**src/rtl/accumulator_bank.sv**
```systemverilog
// accumulator_bank: NUM_CH frame accumulators feeding one valid/ready result register.
// Define ACC_SATURATE_EN to clamp channel sums on overflow instead of wrapping.
module accumulator_bank #(
    parameter int NUM_CH    = 4,
    parameter int IN_WIDTH  = 15,
    parameter int ACC_WIDTH = 21,
    parameter int CNT_WIDTH = 8,
    parameter int IS_SIGNED = 1,
    parameter int CH_W      = (NUM_CH > 1) ? $clog2(NUM_CH) : 1
) (
    input  logic                 clk,
    input  logic                 reset,
    input  logic                 flush,
    input  logic                 in_valid,
    output logic                 in_ready,
    input  logic [CH_W-1:0]      in_ch,
    input  logic [IN_WIDTH-1:0]  in_data,
    input  logic                 in_last,
    output logic                 out_valid,
    input  logic                 out_ready,
    output logic [CH_W-1:0]      out_ch,
    output logic [ACC_WIDTH-1:0] out_data,
    output logic [CNT_WIDTH-1:0] out_count,
    output logic                 out_ovf
);

    localparam int M = ACC_WIDTH - 1;

    logic [ACC_WIDTH-1:0] sum_q [NUM_CH];
    logic [CNT_WIDTH-1:0] cnt_q [NUM_CH];
    logic [NUM_CH-1:0]    ovf_q;

    logic                 ch_ok;
    logic                 accept;
    logic                 load;
    logic [ACC_WIDTH-1:0] cur;
    logic [ACC_WIDTH-1:0] ext;
    logic [ACC_WIDTH-1:0] raw;
    logic [ACC_WIDTH-1:0] nxt_sum;
    logic                 carry;
    logic                 add_ovf;
    logic [CNT_WIDTH-1:0] cur_cnt;
    logic [CNT_WIDTH-1:0] nxt_cnt;
    logic                 cur_ovf;

    assign in_ready = !flush && (!out_valid || out_ready);
    assign accept   = in_valid && in_ready;
    assign load     = accept && ch_ok && in_last;

    // Single read-modify-write path: the selected channel is read, summed
    // and written back in one cycle, so back-to-back samples need no bypass.
    always_comb begin
        ch_ok   = 32'(in_ch) < 32'(NUM_CH);
        cur     = '0;
        cur_cnt = '0;
        cur_ovf = 1'b0;
        if (ch_ok) begin
            cur     = sum_q[in_ch];
            cur_cnt = cnt_q[in_ch];
            cur_ovf = ovf_q[in_ch];
        end
        ext = ACC_WIDTH'(in_data);
        if (IS_SIGNED != 0 && in_data[IN_WIDTH-1])
            ext = ext | ~ACC_WIDTH'({IN_WIDTH{1'b1}});
        {carry, raw} = {1'b0, cur} + {1'b0, ext};
        if (IS_SIGNED != 0)
            add_ovf = (cur[M] == ext[M]) && (raw[M] != cur[M]);
        else
            add_ovf = carry;
        nxt_sum = raw;
`ifdef ACC_SATURATE_EN
        if (add_ovf) begin
            if (IS_SIGNED != 0)
                nxt_sum = cur[M] ? {1'b1, {M{1'b0}}} : {1'b0, {M{1'b1}}};
            else
                nxt_sum = '1;
        end
`endif
        nxt_cnt = (&cur_cnt) ? cur_cnt : cur_cnt + CNT_WIDTH'(1);
    end

    always_ff @(posedge clk) begin
        if (reset || flush) begin
            for (int i = 0; i < NUM_CH; i++) begin
                sum_q[i] <= '0;
                cnt_q[i] <= '0;
            end
            ovf_q <= '0;
        end else if (accept && ch_ok) begin
            if (in_last) begin
                sum_q[in_ch] <= '0;
                cnt_q[in_ch] <= '0;
                ovf_q[in_ch] <= 1'b0;
            end else begin
                sum_q[in_ch] <= nxt_sum;
                cnt_q[in_ch] <= nxt_cnt;
                ovf_q[in_ch] <= cur_ovf | add_ovf;
            end
        end
    end

    // Flush leaves a pending result alone so its handshake can finish.
    always_ff @(posedge clk) begin
        if (reset) begin
            out_valid <= 1'b0;
            out_ch    <= '0;
            out_data  <= '0;
            out_count <= '0;
            out_ovf   <= 1'b0;
        end else if (load) begin
            out_valid <= 1'b1;
            out_ch    <= in_ch;
            out_data  <= nxt_sum;
            out_count <= nxt_cnt;
            out_ovf   <= cur_ovf | add_ovf;
        end else if (out_valid && out_ready) begin
            out_valid <= 1'b0;
        end
    end

endmodule
```
**config.mk**
```make
export PLATFORM = sky130hd
export DESIGN_NAME = accumulator_bank
export DESIGN_NICKNAME = d
export VERILOG_FILES = /design/src/rtl/accumulator_bank.sv
export SDC_FILE = /design/constraint.sdc
export NUM_CORES = 1
export LEC_CHECK = 0
export CAP_MARGIN = 30
export CORE_MARGIN = 2
export CORE_UTILIZATION = 64
export DETAILED_ROUTE_END_ITERATION = 6
export GPL_TIMING_DRIVEN = 0
export PLACE_DENSITY_LB_ADDON = 0.15
export SYNTH_ARGS = -nofsm -noshare
export SYNTH_HDL_FRONTEND = slang
export SYNTH_SLANG_ARGS = --single-unit
```
**constraint.sdc**
```tcl
create_clock -name clk -period 10.7 [get_ports clk]
set_input_delay 2.675 -clock clk [delete_from_list [all_inputs] [get_ports clk]]
set_output_delay 2.675 -clock clk [all_outputs]
set_load 0.01 [all_outputs]
```
; ---- Word level (Yosys, flattened, before mapping)
; Memory sizes are Yosys's and may differ from the RTL's.
; Cells that the tools add are included.
[op_classes]
n_addsub = 2
mul = 0
div = 0
order_cmp = 2
eq_ne = 2
shifts = 0
n_mux = 28
n_bitwise = 5
n_reduce_logical = 14
[ops]
columns = op, count
row1 = $mux W21, 3
row2 = $mux W8, 3
row3 = $add A21 B21 Y21, 1
row4 = $reduce_or A21 Y1, 1
row5 = $mux W1, 16
row6 = $add A8 B1 Y8 const B, 1
row7 = $reduce_and A8 Y1, 1
row8 = $reduce_or A8 Y1, 1
row9 = $logic_and A1 B1 Y1, 6
row10 = $and A4 B4 Y4, 1
row11 = $bwmux W4, 1
row12 = $mux W2, 2
row13 = $mux W4, 1
row14 = $not A4 Y4, 1
row15 = $lt A2 B3 Y1 const B, 1
row16 = $or A1 B1 Y1, 3
row17 = $bmux W1 S2, 1
row18 = $demux W1 S2, 1
row19 = $ge A2 B1 Y1 const B, 1
row20 = $logic_not A1 Y1, 2
row21 = $logic_or A1 B1 Y1, 2
row22 = $reduce_bool A2 Y1, 1
row23 = $eq A1 B1 Y1, 1
row24 = $ne A1 B1 Y1, 1
[totals]
regBits = 37
latch_bits = 0
mem_bits_rw = 116
rom_bits = 0
in_bits = 23
wordCells = 61
mem_count = 2
[mem_list]
columns = memory, depth, width, read_ports, rd_ports_with_merged_regs, wr, line_no
row1 = sum_q, 4, 21, 1, 0, 4, 29  ; logic [ACC_WIDTH-1:0] sum_q [NUM_CH];
row2 = cnt_q, 4, 8, 1, 0, 4, 30  ; logic [CNT_WIDTH-1:0] cnt_q [NUM_CH];

; ---- Logic depth before layout (Yosys ltp)
; Gate-level depths: netlist of run 1.
[logic_depth]
word_depth = 10
ltp_mapped = 12
depth_no_buf = 9

; ---- Least setup slack after synthesis of run 1
; No wires, ideal clock.
[synth_timing]
path_type = input port to flip-flop
start = in in_ch[0]
end = reg ovf_q[0]
setup_ns = 0.083
arrival_time_ns = 5.861
required_time_ns = 10.617
path_slack_ns = 4.756
cell_stages = 11
path_buffers = 3
cell_sequence = buf_6 > buf_2 > buf_1 > mux4_2 > ha_1 > nand2_2 > or4_1 > a211oi_2 > nor3_2 > o41a_1 > o221ai_1
[synth_via]
elab_chain_cells = 7
word_cells_on_any_way = 17
cone_classes = 1 x add/sub / 2 x order compare / 2 x eq/ne / 6 x mux / 3 x bitwise / 2 x reduce/logical / 1 x memory
[synth_rtl]
columns = element, line_no
row1 = start: declaration, 16  ; input logic [CH_W-1:0] in_ch,
row2 = "$mem_v2 Z4 W21, or another cell as far along", n/a
row3 = $add A21 B21 Y21 or $logic_and A1 B1 Y1 (tied branches), "65, 93, 97"
row4 = $ne A1 B1 Y1 or $mux W1 (tied branches), "67, 93, 97"
row5 = $logic_and A1 B1 Y1 or $demux W1 S2 (tied branches), "67, 93, 97"
row6 = $or A1 B1 Y1 or $not A4 Y4 (tied branches), n/a
row7 = $bwmux W4 or $and A4 B4 Y4 (tied branches), n/a
row8 = $mux W4 *, 90  ; if (in_last) begin
row9 = end signal: indexed assignment, 97  ; ovf_q[in_ch] <= cur_ovf | add_ovf;
row10 = end: declaration, 31  ; logic [NUM_CH-1:0] ovf_q;
; Every way passes the cells marked *; elsewhere a longest branch is shown, timed or not. The select of a mux whose other input is x is not followed.
; A chain may end at the register's enable or synchronous reset.

==> results of run 1 <==
flip-flops by register name (all words and copies together), names as in the netlist:
register   flops
out_count      8
out_data      21
out_ch         2
sum_q         84
out_valid      1
ovf_q          4
cnt_q         32
out_ovf        1
worst max-delay path: cells and delay by family:
kind,cells,cell delay (ps)
AO/OA/AOI/OAI,2,1120
adder cells (fa/ha/maj),1,370
buffers and inverters,4,2020
multiplexers,1,430
AND/OR/NAND/NOR,4,730
logic make-up after synthesis:
family,count (synthesis)
compound gates,123
mux,34
flops,153
fa+ha+maj,22
xor+xnor,13
simple gates,289
buf+inv,63
path summary, 6_finish.rpt:
path                       startpoint                          to  slack (ps)
max                          in_ch[1]  sum_q[2][16]$_SDFFCE_PN0P_        3500
min          out_data[3]$_SDFFE_PP0P_    out_data[3]$_SDFFE_PP0P_         460
max reg2reg     sum_q[3][4]$_DFFE_PP_  sum_q[2][16]$_SDFFCE_PN0P_        7330
min reg2reg  out_data[3]$_SDFFE_PP0P_    out_data[3]$_SDFFE_PP0P_         460
Yosys cell counts, types with 10 or more instances:
library cell,number
nand3_1,29
a21oi_1,32
o21ai_0,20
a31oi_1,10
nand4_1,10
nor2_1,100
edfxtp_1,116
mux4_2,30
inv_1,20
dfxtp_1,37
nor3_1,32
clkbuf_1,24
nand2_1,67
xnor2_1,10
ha_1,21
per-stage QoR:
| step | hold slack, ps | worst slack, ps | power [W] | utilization [%] |
|---|---|---|---|---|
| finish | 456.6 | 3498 | 0.001474 | 76.16 |
| global route | 479.2 | 3374 | 0.001512 | 76.16 |
| CTS | 458.9 | 3679 | 0.001465 | 76.16 |
| detailed placement | 450.3 | 3269 | 0.0009206 | 71.68 |
| global placement | 444.5 | 3296 | 0.0009130 | 71.60 |
| floorplan | 447.6 | 4756 | 0.0008411 | - |
layer usage:
layer	routed length, um	vias to the layer above	GRT usage (%)
met5	0	-	0
met4	727	0	15.12
met3	2092	65	6.511
met2	11190	407	59.49
met1	8590	3079	46.69
li1	-	2775	-
power by group:
group	total (W)	internal (W)	switching [W]
Sequential	0.000677	0.000667	0.0000101
Clock	0.000558	0.000316	0.000242
Combinational	0.000239	0.0000880	0.000151
Total	0.00147	0.00107	0.000403
layout make-up:
| type | count | area, sq um | share of cell area [%] |
|---|---|---|---|
| plain buffers | 42 | 188.9 | 2.074 |
| clock buffers | 19 | 432.9 | 4.752 |
| clock inverters | 12 | 102.6 | 1.126 |
| inverters | 21 | 78.83 | 0.8653 |
| multi-input cells | 481 | 3338 | 36.64 |
| flip-flops and latches | 153 | 4224 | 46.37 |
| well taps | 147 | 183.9 | 2.019 |
| repair buffers | 56 | 560.5 | 6.153 |
==> results, run 1 <==
- The synthesized area divided by synthesized cell count is ~11 sq um.
- For this design the ratio of total power to cell area is between 150 and 200 nW/um^2.
- The top cell types in the final layout, fill and taps aside, are 116 x edfxtp_1, 100 x nor2_1, 63 x nand2_1.
- The normalized max-slew margin is 33.07%.
- The number of placed instances, taps included is 900.
- CTS built an H-tree with a depth of 4.
- The net count after synthesis is 742.
- Data arrives at the worst endpoint at 7360 ps.
- The required time at the worst-slack endpoint is approximately 11,000 ps.
- Counting flops with a built-in enable in the synthesized netlist gives between 100 and 150.
- The ratio of cells with drive above 1 in the final layout is a little under an eighth.
- The cell area that synthesis handed to floorplanning was around 7800 sq um.
- Summed over its instances, the top area cell type makes up approximately 45% of the synthesized netlist area.
- The master cell of the clock root buffer is clkbuf_16.
- The total area inside the core boundary comes to roughly 12,000 sq um.
- The number of warnings reported in the yosys synthesis log is 0.
- After synthesis, the share of flip-flops with an asynchronous set or reset is 0%.
- The clock insertion delay at the later pin of the skew report is between 400 and 500 ps.
- The final weighted congestion in routability-driven placement is slightly below 1.
- The HPWL after detailed placement is approximately 15,000 um.
- The number of global-route vias before repair is around 6,400.
- Between clock sinks in the finished design, the worst skew comes to between 8 and 9 ps.
- The final max-slew violation count is 0.
- The slew at the pin closest to its max-slew limit is about 1000 ps.
- Summed over all failing endpoints, the final setup total negative slack is 0 ps.
- The cell count after synthesis came out at between 600 and 700.
- The maximum number of pins on one net before global-route repair is 30.
- TritonCTS built the clock tree.
- The floorplan has 40 rows.
- Derived from the worst setup path, the maximum achievable clock frequency is roughly 140 MHz.
- The width of the die is roughly 110 um.
- After synthesis, the largest family of logic cells by area is simple AND/OR/NAND/NOR gates.
- The number of diodes added for antenna fixing is 0.
- The count of nets after finishing is a little over 800.
- VDD sags by at most between 0.0001 and 0.00015 V.
- Along the worst hold path, the cell count comes to 2.
- The first detailed-routing pass ran for 6 iterations.
- The filler cell count is between 800 and 900.
- The starting DRC count in detailed routing is 740.
- Summing the areas of all compound-gate instances in the mapped netlist gives between 10% and 20% of the synthesized area.
- The category of the worst setup path launch point is an input port.
- The number of antenna violations at the first check in global routing is 0.
- Synthesis instantiated approximately 70 different standard cells from the library.
- Counting cells, the worst reg-to-reg path comes to 8.
- Compared with the post-synthesis result, the final layout area differs by 16.50%.
- Setup violations remaining at the end of the flow were counted as 0.
- The flow ran to the end, and the final reports show no timing, DRC or antenna violations.
- Leaving out filler cells and counting taps, the final layout contains approximately 930.
- The final routed wirelength across all metal layers is between 20,000 and 25,000 um.
- Walking the worst path, the cells encountered are clkdlybuf4s50_1 > buf_2 > clkbuf_1 > clkbuf_1 > mux4_2 > ha_1 > and2_1 > nand3_1 > a2111oi_0 > o21ai_0 > nand3_1 > nor2_1.
- Counting along the longest clock path gives a buffer depth of 2.
- The tree built by TritonCTS fans out to ~150 sinks.
- The cell type of the slowest stage on the worst timing path is a2111oi_0.
- The time the worst path needs with I/O delays and setup is approximately 7200 ps.
- For this design the static power due to leakage is ~3.4 nW.
- By area the synthesized netlist is led by edfxtp_1 45%, dfxtp_1 9.5%, mux4_2 8.6%.
- The count of buffers added on input and output ports is 56.
- The worst-path maximum fanout is 10.
- For this configuration, the core starts out at a cell density of around two thirds.
- The summed area of non-filler cells in the final layout is ~9000 sq um.
- Leaving out fill and tap cells, the most frequent cell in the layout is edfxtp_1.
- Multiplexer cells account for a little under a tenth of the synthesized area.
- Dividing the detail-routed wire length by the instance count gives 24.28 um.
- The wire length of the first global-routing pass is ~34,000 um.
- After Yosys synthesis, full adders, half adders and majority gates account for roughly 3.6% of the synthesized area.
- Dividing the final minimum period by the clock period gives ~67%.
- For this run the aggregate overflow at the end of global routing stands at 0.
- The final route contains around 6,300 vias.
- The post-detailed-route via-to-cell ratio is 6.795.
- Across the run, the number of max-cap violations was 0.
- The clock transition time at the flip-flop clock pins of the worst setup and hold paths is 60 ps.
- The post-cts hold buffer count is 0.
- The post-route DRC violation count is 0.
- The stage delay of the slowest cell on the critical path is around 940 ps.
- Summing all placed instances gives a cell area of around 8600 sq um.
- 57 I/O pins were placed.
- The top flip-flop cell by instance count after synthesis is edfxtp_1.
- The total clock buffers created by CTS is 17.
- The die height is between 100 and 150 um.
- After clock tree synthesis, the setup repair step added 0 buffers.
- Setup repair after global routing left no endpoint under its margin.
- After synthesis, flip-flops and latches occupy a little over half of the total area.
- Summed over all instances, the cell type with the most area after synthesis is edfxtp_1.
- The number of cells upsized or downsized after cts is 0.
- The hold violation total from the final report is 0.
- The path class of the tightest hold or removal check is flip-flop to flip-flop.
- The all-layer global routing usage is a little over a third.
- The synthesized-area fraction occupied by and/or/nand/nor cells is 17.39%.
- The kind of critical path is input port to flip-flop.
- After Yosys synthesis, XOR and XNOR cells account for under 10% of the synthesized area.
- The sort of element at the end of the critical path is a flip-flop.
- The flip-flop and latch count after synthesis is between 150 and 200.
- The remaining antenna violation count is 0.
- The die area is between 10,000 and 15,000 sq um.
No activity file was read; power rests on OpenSTA's default activity.
==> inputs of run 2 (changes only) <==
--- a/config.mk
+++ b/config.mk
@@ -7,7 +7,7 @@
 export LEC_CHECK = 0
 export CAP_MARGIN = 30
 export CORE_MARGIN = 2
-export CORE_UTILIZATION = 64
+export CORE_UTILIZATION = 53
 export DETAILED_ROUTE_END_ITERATION = 6
 export GPL_TIMING_DRIVEN = 0
 export PLACE_DENSITY_LB_ADDON = 0.15
==> constraint.sdc (replaced) <==
create_clock -name clk -period 6.47 [get_ports clk]
set_input_delay 1.6175 -clock clk [delete_from_list [all_inputs] [get_ports clk]]
set_output_delay 1.6175 -clock clk [all_outputs]
set_load 0.01 [all_outputs]
==> results, run 2 (synthesis results as in run 1) <==
- Outcome: finished, final reports clean (unchanged).
- The largest buffer count on any clock path was 2 (unchanged).
- The number of antenna violations at the first check in global routing is 0 (unchanged).
- The I/O pin count is 57 (unchanged).
- The power per unit of standard cell area is 273.4 nW/um^2 (was 161.8 nW/um^2).
- The worst clock skew on the final layout came to 14.54 ps (was 8.163 ps).
- The number of I/O port buffers is 56 (unchanged).
- The die height is 125.5 um (was 114.5 um).
- The number of sinks on the clock net came to 153 (unchanged).
- The ratio of cells with drive above 1 in the final layout is 12.48% (was 11.73%).
- The critical path arrival is 6260 ps (was 7360 ps).
- The number of diodes added for antenna fixing is 0 (unchanged).
- The count of maximum capacitance violations came to 0 (unchanged).
- The number of non-filler instances in the completed layout is 969 (was 931).
- The HPWL after detailed placement is 15,060 um (was 15,320 um).
- The final worst-path cycle share is roughly 94%.
- The worst reg2reg path endpoint was sum_q[2][16]$_SDFFCE_PN0P_ (unchanged).
- The post-synthesis to final-layout area growth is 18.00% (was 16.50%).
- The register with the most flip-flops is sum_q (unchanged).
- The cell depth of the worst hold path is 2 (unchanged).
- The category of the worst setup path launch point is an input port (unchanged).
- The number of placed instances, taps included is 937 (was 900).
- The maximum number of pins on one net before global-route repair is 30 (unchanged).
- Unrepaired setup endpoints after global routing: no (unchanged).
- The width of the die came to 125.5 um (was 114.5 um).
- The all-layer global routing usage was 28.52% (was 35.83%).
- Timing would allow up to 163.7 MHz.
- The clock insertion delay at the later pin of the skew report is 430 ps (was 440 ps).
- The flip-flop count of the largest register after layout was 84 (unchanged).
- Highest-count cells in the layout ignoring fill and taps: 116 x edfxtp_1, 100 x nor2_1, 63 x nand2_1 (unchanged).
- Largest registers: sum_q x84, cnt_q x32, out_data x21 (unchanged).
- The count of nets after finishing is 817 (unchanged).
- The instance area after placement came to 8621 sq um (was 8574 sq um).
- The number of cells upsized or downsized after cts is 0 (unchanged).
- The number of failing setup endpoints in the final timing report is 0 (unchanged).
- The final max-slew violation count is 0 (unchanged).
- The worst flop-to-flop path startpoint is sum_q[2][4]$_SDFFCE_PN0P_ (was sum_q[3][4]$_DFFE_PP_).
- The number of cells on the worst reg-to-reg path is 8 (unchanged).
- The remaining antenna violation count is 0 (unchanged).
- The count of vias placed by the detailed router came to 6,063 (was 6,326).
- The slew at the pin closest to its max-slew limit is 976.1 ps (was 978.7 ps).
- The number of global-route vias before repair is 6,205 (was 6,353).
- The most crowded layer after global routing is met2 (unchanged).
- The hold path endpoint is out_data[6]$_SDFFE_PP0P_ (was out_data[3]$_SDFFE_PP0P_).
- The number of iterations in the first detailed-routing pass is 5 (was 6).
- The final routed wirelength across all metal layers is 21,820 um (was 22,600 um).
- The master cell of the clock root buffer was clkbuf_16 (unchanged).
- The kind of critical path is input port to flip-flop (unchanged).
- The post-route DRC violation count is 0 (unchanged).
- The final weighted congestion in routability-driven placement is 0.9030 (was 0.9891).
- The count of buffers added by post-CTS timing repair for setup is 0 (unchanged).
- The met1 usage in global routing is 38.24% (was 46.69%).
- The time the worst path needs with I/O delays and setup is a little over 6000 ps.
- The post-detailed-route via-to-cell ratio was 6.257 (was 6.795).
- The overflow left after global routing was 0 (unchanged).
- The summed negative setup slack over all endpoints is 0 ps (unchanged).
- The total number of placement rows is 44 (was 40).
- The sort of element at the end of the critical path is a flip-flop (unchanged).
- The wire length per cell after detailed routing is 22.51 um (was 24.28 um).
- The flop-to-flop setup slack is 3070 ps (was 7330 ps).
- The TritonCTS clock tree is yes (unchanged).
- The met3 track demand over resource is 5.520% (was 6.511%).
- The final worst setup slack is 361.7 ps (was 3498 ps).
- The normalized max-slew margin is 33.25% (was 33.07%).
- The startpoint of the worst hold path is out_data[6]$_SDFFE_PP0P_ (was out_data[3]$_SDFFE_PP0P_).
- The summed area of non-filler cells in the final layout came to 9228 sq um (was 9110 sq um).
- The wire length of the first global-routing pass is 33,950 um (was 34,440 um).
- The hold violation total from the final report was 0 (unchanged).
- The required time at the worst-slack endpoint is 6620 ps (was 10,860 ps).
- The pre-CTS setup slack was 65.66 ps (was 3269 ps).
- The starting DRC count in detailed routing is 636 (was 740).
- The worst voltage drop across the vdd grid is 0.0002039 V (was 0.0001392 V).
- The static leakage is 3.429 nW (was 3.393 nW).
- The most common cell after layout, fill and taps aside is edfxtp_1 (unchanged).
- The die area is 15,740 sq um (was 13,120 sq um).
- The worst-path maximum fanout was 10 (unchanged).
- The standard cell core area is 14,480 sq um (was 11,960 sq um).
- The total clock buffers created by CTS is 17 (unchanged).
- The initial standard-cell utilization of the core was 54.01% (was 65.38%).
- The clock transition time at the flip-flop clock pins of the worst setup and hold paths is 60 ps (about the same).
- The post-cts hold buffer count was 0 (unchanged).
- The class of the tightest hold or removal check is flip-flop to flip-flop (unchanged).
- The level count of the clock H-tree is 4 (unchanged).
- The routing usage on met2 came to 46.58% (was 59.49%).
- The smallest hold slack was 455.2 ps (was 456.6 ps).
[run 2: cell types whose count changed in the layout (fill, tap and decap cells not counted)]
cell and delta:
clkinv_1 -3, inv_6 +3, clkbuf_1 -2, inv_8 +2, bufinv_16 +1, clkinv_2 -1, clkinv_8 +1
[run 2: where the power goes]
part / switching [W] / internal [W]
Sequential: 0.0000149 / 0.00110
Clock: 0.000430 / 0.000582
Combinational: 0.000248 / 0.000145
Total: 0.000693 / 0.00183
[run 2: area by class of cell]
class	count	area, sq um
timing repair buffer	56	560.5
fill	1169	5251
sequential	153	4224
clock buffer	17	425.4
multi-input combinational	481	3338
inverter	21	78.83
tap	184	230.2
clock inverter	15	181.4
buffer	42	188.9
[run 2: critical path: stages]
cell             delay (ps)
clkdlybuf4s50_1         530
buf_2                   310
clkbuf_1                400
clkbuf_1                680
mux4_2                  420
ha_1                    380
and2_1                  190
nand3_1                 270
a2111oi_0               960
o21ai_0                 180
nand3_1                 230
nor2_1                   80
[run 2: per-stage QoR]
step / total power [W] / util [%]
after detailed placement: 0.001524 / 59.54
after floorplan: 0.001391 / -
after global routing: 0.002603 / 63.73
after CTS: 0.002526 / 63.73
after global placement: 0.001517 / 59.47
final: 0.002523 / 63.73
[run 2: worst max-delay path by stage]
stage | from | to
2_1_floorplan | in_ch[0] | ovf_q[0]$_SDFFE_PP0P_
3_3_place_gp | in_ch[1] | sum_q[0][15]$_SDFFCE_PN0P_
3_5_place_dp | in_ch[1] | sum_q[0][16]$_SDFFCE_PN0P_
4_1_cts | in_ch[1] | sum_q[2][16]$_SDFFCE_PN0P_
5_1_grt | in_ch[1] | sum_q[2][16]$_SDFFCE_PN0P_
6_report | in_ch[1] | sum_q[2][16]$_SDFFCE_PN0P_
[run 2: metal layers]
metal	up-vias	wire (um)
li1	2777	-
met4	0	646
met5	-	0
met3	46	1701
met1	2978	8886
met2	262	10580
==> inputs of run 3 (changes only) <==
--- a/config.mk
+++ b/config.mk
@@ -7,8 +7,9 @@
 export LEC_CHECK = 0
 export CAP_MARGIN = 30
 export CORE_MARGIN = 2
-export CORE_UTILIZATION = 53
+export CORE_UTILIZATION = 58
 export DETAILED_ROUTE_END_ITERATION = 6
+export DONT_BUFFER_PORTS = 1
 export GPL_TIMING_DRIVEN = 0
 export PLACE_DENSITY_LB_ADDON = 0.15
 export SYNTH_ARGS = -nofsm -noshare
==> results, run 3 (synthesis results as in run 1) <==
- The post-detailed-route via-to-cell ratio was 6.558 (was 6.257).
- The post-route DRC violation count is 0 (unchanged).
- The wire length per cell after detailed routing is 23.16 um (was 22.51 um).
- The final worst setup slack came to 970.9 ps (was 361.7 ps).
- The count of vias placed by the detailed router is 5,935 (was 6,063).
- The filler cell count came to 1,034 (was 1,169).
- The total clock buffers created by CTS was 17 (unchanged).
- The pre-CTS setup slack is 683.3 ps (was 65.66 ps).
- The worst voltage drop across the vdd grid is 0.0001702 V (was 0.0002039 V).
- The all-layer global routing usage is 30.67% (was 28.52%).
- The post-synthesis to final-layout area growth is 10.67% (was 18.00%).
- The worst-path maximum fanout is 10 (unchanged).
- The die height was 120.1 um (was 125.5 um).
- The number of diodes added for antenna fixing is 0 (unchanged).
- The flip-flop count of the largest register after layout is 84 (unchanged).
- The count of nets after finishing is 761 (was 817).
- The number of iterations in the first detailed-routing pass came to 6 (was 5).
- The total number of placement rows is 42 (was 44).
- The number of antenna violations at the first check in global routing is 0 (unchanged).
- The slew at the pin closest to its max-slew limit is 955.9 ps (was 976.1 ps).
- The initial standard-cell utilization of the core was 59.29% (was 54.01%).
- The number of I/O port buffers is 0 (was 56).
- The register with the most flip-flops is sum_q (unchanged).
- The TritonCTS clock tree is yes (unchanged).
- The largest buffer count on any clock path is 2 (unchanged).
- Outcome: finished, final reports clean (unchanged).
- The kind of critical path is input port to flip-flop (unchanged).
- The final worst-path cycle share is 84.99% (was 94.41%).
- The remaining antenna violation count is 0 (unchanged).
- The clock insertion delay at the later pin of the skew report was 430 ps (about the same).
- Largest registers: sum_q x84, cnt_q x32, out_data x21 (unchanged).
- The hold violation total from the final report is 0 (unchanged).
- The standard cell core area is 13,190 sq um (was 14,480 sq um).
- The sort of element at the end of the critical path is a flip-flop (unchanged).
- The final max-slew violation count is 0 (unchanged).
- The category of the worst setup path launch point is an input port (unchanged).
- The maximum clock frequency is 181.8 MHz (was 163.7 MHz).
- The die area is 14,430 sq um (was 15,740 sq um).
- The wire length of the first global-routing pass was 32,580 um (was 33,950 um).
- The level count of the clock H-tree was 4 (unchanged).
- The width of the die is 120.1 um (was 125.5 um).
- The number of global-route vias before repair is 6,056 (was 6,205).
- The HPWL after detailed placement is 14,450 um (was 15,060 um).
- The count of buffers added by post-CTS timing repair for setup is 0 (unchanged).
- The starting DRC count in detailed routing is 623 (was 636).
- The critical path arrival is 5650 ps (was 6260 ps).
- The worst clock skew on the final layout was 8.518 ps (was 14.54 ps).
- The post-cts hold buffer count is 0 (unchanged).
- The clock transition time at the flip-flop clock pins of the worst setup and hold paths is 60 ps (about the same).
- The time the worst path needs with I/O delays and setup is 5499 ps (was 6108 ps).
- The number of sinks on the clock net is 153 (unchanged).
- The power per unit of standard cell area came to 287.1 nW/um^2 (was 273.4 nW/um^2).
- The overflow left after global routing is 0 (unchanged).
- The I/O pin count is 57 (unchanged).
- Unrepaired setup endpoints after global routing: no (unchanged).
- The most common cell after layout, fill and taps aside is edfxtp_1 (unchanged).
- The summed negative setup slack over all endpoints came to 0 ps (unchanged).
- The area taken by multi-input logic gates is 3338 sq um (unchanged).
- The normalized max-slew margin came to 36.05% (was 33.25%).
- The class of the tightest hold or removal check was flip-flop to flip-flop (unchanged).
- The maximum number of pins on one net before global-route repair came to 30 (unchanged).
- The count of maximum capacitance violations came to 0 (unchanged).
- The ratio of cells with drive above 1 in the final layout is 13.44% (was 12.48%).
- The number of cells upsized or downsized after cts was 0 (unchanged).
- The number of failing setup endpoints in the final timing report is 0 (unchanged).
- The master cell of the clock root buffer is clkbuf_16 (unchanged).
- The combined flip-flop and latch cell area is 4224 sq um (unchanged).
- The static leakage is 3.235 nW (was 3.429 nW).
- The final weighted congestion in routability-driven placement came to 0.9241 (was 0.9030).
- The required time at the worst-slack endpoint is 6620 ps (about the same).
- The final routed wirelength across all metal layers was 20,960 um (was 21,820 um).
- Highest-count cells in the layout ignoring fill and taps: 116 x edfxtp_1, 100 x nor2_1, 63 x nand2_1 (unchanged).
==> run 3: report_power, final <==
part	total [W]	internal, W	switching (W)
sequential	0.00112	0.00110	0.0000208
combinational	0.000350	0.000119	0.000231
clock	0.00101	0.000622	0.000389
total	0.00248	0.00184	0.000641
==> run 3: worst max-delay path: stages <==
cell	delay [ps]
buf_2	260
clkbuf_1	390
clkbuf_1	740
mux4_2	420
ha_1	350
and2_1	180
nand3_1	270
a2111oi_0	890
o21ai_0	200
nand3_1	230
nor2_1	90
==> run 3: path summary, 6_finish.rpt <==
kind	depth (start not counted)	slack [ps]	end	start
worst min register to register	2	500	out_count[6]$_SDFFE_PP0P_	out_count[6]$_SDFFE_PP0P_
worst max-delay path	11	970	sum_q[2][16]$_SDFFCE_PN0P_	in_ch[1]
worst max register to register	8	3120	sum_q[2][16]$_SDFFCE_PN0P_	sum_q[3][5]$_DFFE_PP_
worst min-delay path	2	500	out_count[6]$_SDFFE_PP0P_	out_count[6]$_SDFFE_PP0P_
==> run 3: routing by layer <==
| metal | track usage, % | vias to the layer above | routed length, um |
|---|---|---|---|
| met4 | 14.71 | 0 | 818 |
| met2 | 48.93 | 317 | 10060 |
| met1 | 39.23 | 2886 | 8211 |
| li1 | - | 2667 | - |
| met3 | 7.890 | 65 | 1872 |
| met5 | 0 | - | 0 |
==> run 3: final cells by class <==
class / instances / area share (%)
sequential: 153 / 48.81
multi-input combinational: 481 / 38.57
clock buffer: 19 / 5.233
tap: 176 / 2.544
buffer: 42 / 2.183
clock inverter: 13 / 1.749
inverter: 21 / 0.9108
==> run 3: metrics by stage <==
stage               hold slack [ps]  cell area, sq um  cells  utilization [%]  total power, W
detailed placement            485.3              8050    873            61.03        0.001486
finish                        499.8              8655    905            65.61        0.002485
global route                  515.0              8655    905            65.61        0.002557
CTS                           503.0              8655    905            65.61        0.002482
global placement              462.5              8040    873            60.96        0.001478
floorplan                     447.6              7820    697                -        0.001391
